$ cat src/rtl/writeback_unit.sv
// Write-back stage feeding the register file: merges single-cycle ALU results with
// buffered load results, keeps program order, and tracks pending load targets.
module writeback_unit #(
    parameter int DEPTH        = 4,
    parameter int STARVE_LIMIT = 3
) (
    input  logic        clk,
    input  logic        resetN,
    input  logic        aluValid,
    input  logic [4:0]  aluReg,
    input  logic [31:0] aluData,
    output logic        aluStall,
    input  logic        memValid,
    input  logic [4:0]  memReg,
    input  logic [31:0] memData,
    output logic        memReady,
    output logic [4:0]  writeRegister,
    output logic [31:0] writeData,
    output logic        regWrite,
    output logic [31:0] pendingMask
);

    localparam int PW = $clog2(DEPTH);
    localparam int CW = PW + 1;
    localparam int SW = $clog2(STARVE_LIMIT + 1);

    logic [4:0]       fifoReg  [DEPTH];
    logic [31:0]      fifoData [DEPTH];
    logic [DEPTH-1:0] fifoKill;
    logic [PW-1:0]    rdPtr;
    logic [PW-1:0]    wrPtr;
    logic [CW-1:0]    count;
    logic [SW-1:0]    starveCnt;

    logic             fifoEmpty;
    logic             aluWin;
    logic             popHead;
    logic             memAccept;
    logic             pushLoad;
    logic [PW-1:0]    nextRd;
    logic [CW-1:0]    nextCount;
    logic [DEPTH-1:0] liveNow;
    logic [DEPTH-1:0] liveNext;
    logic [DEPTH-1:0] killHit;
    logic [DEPTH-1:0] nextKill;
    logic [31:0]      nextMask;
    logic [4:0]       tgtReg;

    // A load racing an ALU write to the same register is older, so it is dropped.
    always_comb begin
        fifoEmpty = (count == '0);
        aluStall  = (starveCnt == SW'(STARVE_LIMIT)) && !fifoEmpty;
        aluWin    = aluValid && !aluStall;
        popHead   = !aluWin && !fifoEmpty;
        memReady  = (count < CW'(DEPTH));
        memAccept = memValid && memReady;
        pushLoad  = memAccept && (memReg != 5'd0) && !(aluWin && (aluReg == memReg));
        nextRd    = popHead ? rdPtr + PW'(1) : rdPtr;
        nextCount = count;
        if (pushLoad && !popHead)
            nextCount = count + CW'(1);
        else if (!pushLoad && popHead)
            nextCount = count - CW'(1);
    end

    // Pending mask is computed from the post-edge queue contents so it moves with push/pop/kill.
    always_comb begin
        liveNow  = '0;
        liveNext = '0;
        killHit  = '0;
        nextKill = fifoKill;
        nextMask = '0;
        tgtReg   = '0;
        for (int i = 0; i < DEPTH; i++) begin
            liveNow[i]  = CW'(PW'(PW'(i) - rdPtr)) < count;
            liveNext[i] = CW'(PW'(PW'(i) - nextRd)) < nextCount;
            killHit[i]  = aluWin && (aluReg != 5'd0) && liveNow[i] && (fifoReg[i] == aluReg);
            if (pushLoad && (wrPtr == PW'(i))) begin
                nextKill[i] = 1'b0;
                tgtReg      = memReg;
            end else begin
                nextKill[i] = fifoKill[i] | killHit[i];
                tgtReg      = fifoReg[i];
            end
            if (liveNext[i] && !nextKill[i])
                nextMask[tgtReg] = 1'b1;
        end
    end

    always_ff @(posedge clk) begin
        if (pushLoad) begin
            fifoReg[wrPtr]  <= memReg;
            fifoData[wrPtr] <= memData;
        end
    end

    always_ff @(posedge clk or negedge resetN) begin
        if (!resetN) begin
            rdPtr         <= '0;
            wrPtr         <= '0;
            count         <= '0;
            fifoKill      <= '0;
            starveCnt     <= '0;
            pendingMask   <= '0;
            regWrite      <= 1'b0;
            writeRegister <= '0;
            writeData     <= '0;
        end else begin
            rdPtr       <= nextRd;
            count       <= nextCount;
            fifoKill    <= nextKill;
            pendingMask <= nextMask;
            if (pushLoad)
                wrPtr <= wrPtr + PW'(1);

            if (popHead || fifoEmpty)
                starveCnt <= '0;
            else if (aluWin)
                starveCnt <= starveCnt + SW'(1);

            // A killed head still uses the port slot, just without a write.
            if (aluWin) begin
                regWrite      <= (aluReg != 5'd0);
                writeRegister <= aluReg;
                writeData     <= aluData;
            end else if (popHead) begin
                regWrite      <= !fifoKill[rdPtr];
                writeRegister <= fifoReg[rdPtr];
                writeData     <= fifoData[rdPtr];
            end else begin
                regWrite <= 1'b0;
            end
        end
    end

endmodule

$ cat config.mk
export PLATFORM = sky130hd
export DESIGN_NAME = writeback_unit
export DESIGN_NICKNAME = d
export VERILOG_FILES = /design/src/rtl/writeback_unit.sv
export SDC_FILE = /design/constraint.sdc
export NUM_CORES = 1
export LEC_CHECK = 0
export ABC_AREA = 1
export ABC_CLOCK_PERIOD_IN_PS = 5600
export CELL_PAD_IN_SITES_DETAIL_PLACEMENT = 1
export CELL_PAD_IN_SITES_GLOBAL_PLACEMENT = 1
export CORE_ASPECT_RATIO = 1.5
export CORE_MARGIN = 1.5
export CORE_UTILIZATION = 42
export DETAILED_ROUTE_END_ITERATION = 6
export PLACE_DENSITY = 0.85
export SLEW_MARGIN = 20
export SYNTH_ARGS = -nofsm -noshare
export SYNTH_HDL_FRONTEND = slang
export SYNTH_SLANG_ARGS = --single-unit
$ cat constraint.sdc
create_clock -name clk -period 5.6 [get_ports clk]
set_input_delay 1.12 -clock clk [delete_from_list [all_inputs] [get_ports clk]]
set_output_delay 1.12 -clock clk [all_outputs]
set_load 0.1 [all_outputs]
==> results.json <==
{
  "ys.flop_type": "edfxtp_1",
  "grt_overflow": 0,
  "post_cts_buffers": 0,
  "synth_common_cells": "300 x nand2_1, 148 x edfxtp_1, 113 x inv_1",
  "power.internal_mw": 4.01,
  "path_max_fanout": 7,
  "die_x_um": 139,
  "dpl.hpwl_um": 27200,
  "fin_area_um2": 14100,
  "vias_per_cell": 5.82,
  "tns_ns": 0,
  "vdd.ir_drop.worst_mv": 0.454,
  "final_nets": 1459,
  "syn_avg_cell_area_um2": 9.39,
  "p_per_area_nw_per_um2": 577,
  "vias": 10100,
  "hold_path_class": "reg2reg",
  "cp.arrival_ns": 2.78,
  "dr.pass1.iters": 4,
  "critPathLaunchType": "flop",
  "p_seq_share_pct": 29.2,
  "synth_top_area_share_pct": 38.4,
  "layoutNonFillerInstCount": 1729,
  "final.min_clock_period_ns": 3.90,
  "p_switching_mw": 4.12,
  "status": "finished, final reports clean",
  "yosys.area.top_type": "edfxtp_1",
  "p_total_mw": 8.13,
  "syn_nets": 1323,
  "core_area_um2": 27100,
  "p_sw_share_pct": 50.7,
  "place_ws_ns": 1.31,
  "die_area_um2": 28600,
  "n_fill_cell": 3054,
  "gp_congestion": 1.00,
  "cts_hold_buffers": 0,
  "place_inst": 1685,
  "synth_cell_types": 48,
  "final_util_pct": 51.9,
  "synth_area_um2": 11600,
  "drive_gt1_share_pct": 10.5,
  "ant_nets": 0,
  "tightest_slew_ns": 1.05,
  "finalSetupViolCount": 0,
  "numCtsBuffers": 24,
  "cp_cell_sequence": "inv_1 -> ha_1 -> nand2_4 -> nand2_2 -> inv_1 -> clkdlybuf4s50_1",
  "dpl_cell_area_um2": 13300,
  "grt.met2_usage_pct": 52.2,
  "critical_path_required_ns": 4.48,
  "use_met3_pct": 3.96,
  "synth_area_leaders": "edfxtp_1 38%, dfrtp_1 18%, nand2_1 9.7%",
  "grt_pass1_wl_um": 62100,
  "slowest_delay_ns": 1.12,
  "clock-sinks": 231,
  "drc": 0,
  "drv_slew": 0,
  "fmax_mhz": 257,
  "die_h_um": 206,
  "p_leak_nw": 5.76,
  "ys_ff_latch": 231,
  "drt_iter0_markers": 491,
  "grt_use_met1_pct": 30.1,
  "crit_top_cell": "inv_1",
  "min_period_over_period_pct": 69.6,
  "rows": 74,
  "cts_resized": 0,
  "worst_slack_ns": 1.70,
  "clock_latency_ns": 0.55,
  "ys_warn_count": 0,
  "portBuffers": 149,
  "synth_cells": 1233,
  "antenna_found_initial": 0,
  "clockRootBuffer": "clkbuf_16",
  "synth_enable_flop_cells": 148,
  "cts_tree": "done",
  "area_growth_pct": 21.7,
  "fin_hold_ws_ns": 0.457,
  "cts_max_path_buffers": 3,
  "max-cap-violations": 0,
  "grt_pass1_vias": 10900,
  "synth_most_common_cell": "nand2_1",
  "yosysSeqAreaShare_pct": 56.3,
  "crit_type": "reg2out",
  "timing.final.hold_violations": 0,
  "clkTransAtPathRegs_ns": 0.07,
  "htree_levels": 1,
  "slew_headroom_pct": 29.8,
  "n_antenna_cell": 0,
  "ys_async_sr_fraction_pct": 35.9,
  "grt_max_degree": 56,
  "busiest_layer": "met2",
  "endpoint_kind": "output pin",
  "routed_wl_um": 40200,
  "wire_per_inst_um": 23.3,
  "p_clk_share_pct": 20.2,
  "rsz0062_at_grt": "false",
  "start_util_pct": 42.7,
  "combPwrFrac_pct": 50.7,
  "grt_usage_pct": 28.3,
  "finalClockSkew_ns": 0.0146,
  "critPathSlowestCell": "clkdlybuf4s50_1",
  "pin_count": 150
}
[cell families after synthesis]
kind of cell               after synthesis  synth area share (%)
DFF                                    231                  56.3
xor gates and xnor gates                 7                 0.530
and+or+nand+nor                        634                  25.4
buffers and inverters                  192                  7.21
adders and majority gates               12                  1.30
AOI/OAI and AO/OA                      157                  9.24
[layer usage]
layer / vias up / wire length, um
met5: - / 0
li1: 4520 / -
met4: 0 / 2620
met1: 4987 / 14300
met3: 149 / 2180
met2: 407 / 21200
[area by class of cell]
type | instances | area, um^2 | share of cell area, %
Clock inverter | 14 | 149 | 1.06
Clock buffer | 30 | 644 | 4.57
Multi-Input combinational cell | 810 | 4220 | 30.0
Timing Repair Buffer | 164 | 1600 | 11.4
Sequential cell | 231 | 6520 | 46.3
Tap cell | 342 | 428 | 3.04
Inverter | 138 | 523 | 3.71
[flip-flops by register name (all words and copies together) (netlist names)]
name and cells:
fifoReg 20, writeData 32, writeRegister 5, fifoData 128
fifoKill 4, wrPtr 2, rdPtr 2, starveCnt 2
pendingMask 32, regWrite 1, count 3
[path summary, 6_finish.rpt]
kind                            slack [ns]          from        endpoint  depth (start not counted)
worst max-delay path                  1.70      count[0]        aluStall                          6
worst min-delay path                  0.46  starveCnt[0]    starveCnt[0]                          1
worst max register to register        2.05      rdPtr[1]  pendingMask[3]                         15
worst min register to register        0.46  starveCnt[0]    starveCnt[0]                          1
max in group asynchronous             3.93        resetN  pendingMask[2]                          2
min in group asynchronous             0.53        resetN   writeData[23]                          1
[cell usage in the layout, fill, tap and decap left out, types with 4 or more instances in the layout]
| master | count |
|---|---|
| nor2_2 | 10 |
| clkdlybuf4s50_1 | 148 |
| a22oi_1 | 24 |
| clkinv_1 | 4 |
| nor2_1 | 103 |
| o21ai_1 | 11 |
| clkbuf_16 | 25 |
| clkinv_2 | 4 |
| a31o_2 | 21 |
| o21a_1 | 4 |
| o22ai_1 | 10 |
| edfxtp_1 | 148 |
| nand3_1 | 101 |
| o21ai_0 | 37 |
| xor2_1 | 4 |
| inv_2 | 21 |
| a31oi_1 | 22 |
| nor2_4 | 6 |
| inv_1 | 113 |
| nand4_1 | 90 |
| nand2_1 | 300 |
| ha_1 | 12 |
| dfrtp_1 | 83 |
| nand2_4 | 5 |
| clkbuf_1 | 5 |
| o21ai_2 | 10 |
| o211ai_1 | 4 |
| buf_4 | 16 |
| nand2_2 | 10 |
[power groups by stage]
stage | sequential [mW] | combinational, mW | clock [mW]
after detailed placement | 2.40 | 4.06 | 0
after floorplan | 3.66 | 1.71 | 0
after CTS | 2.37 | 4.10 | 1.65
after global placement | 2.38 | 3.96 | 0
final | 2.37 | 4.12 | 1.64
after global routing | 2.41 | 4.35 | 1.72
[worst max-delay path, delay by kind of cell, from the launching register on]
kind	cells	cell delay (ns)
buf+inv	3	1.31
fa+ha+maj	1	0.25
flops	1	0.48
simple gates	2	0.18
Power figures use the tool's default switching activity.
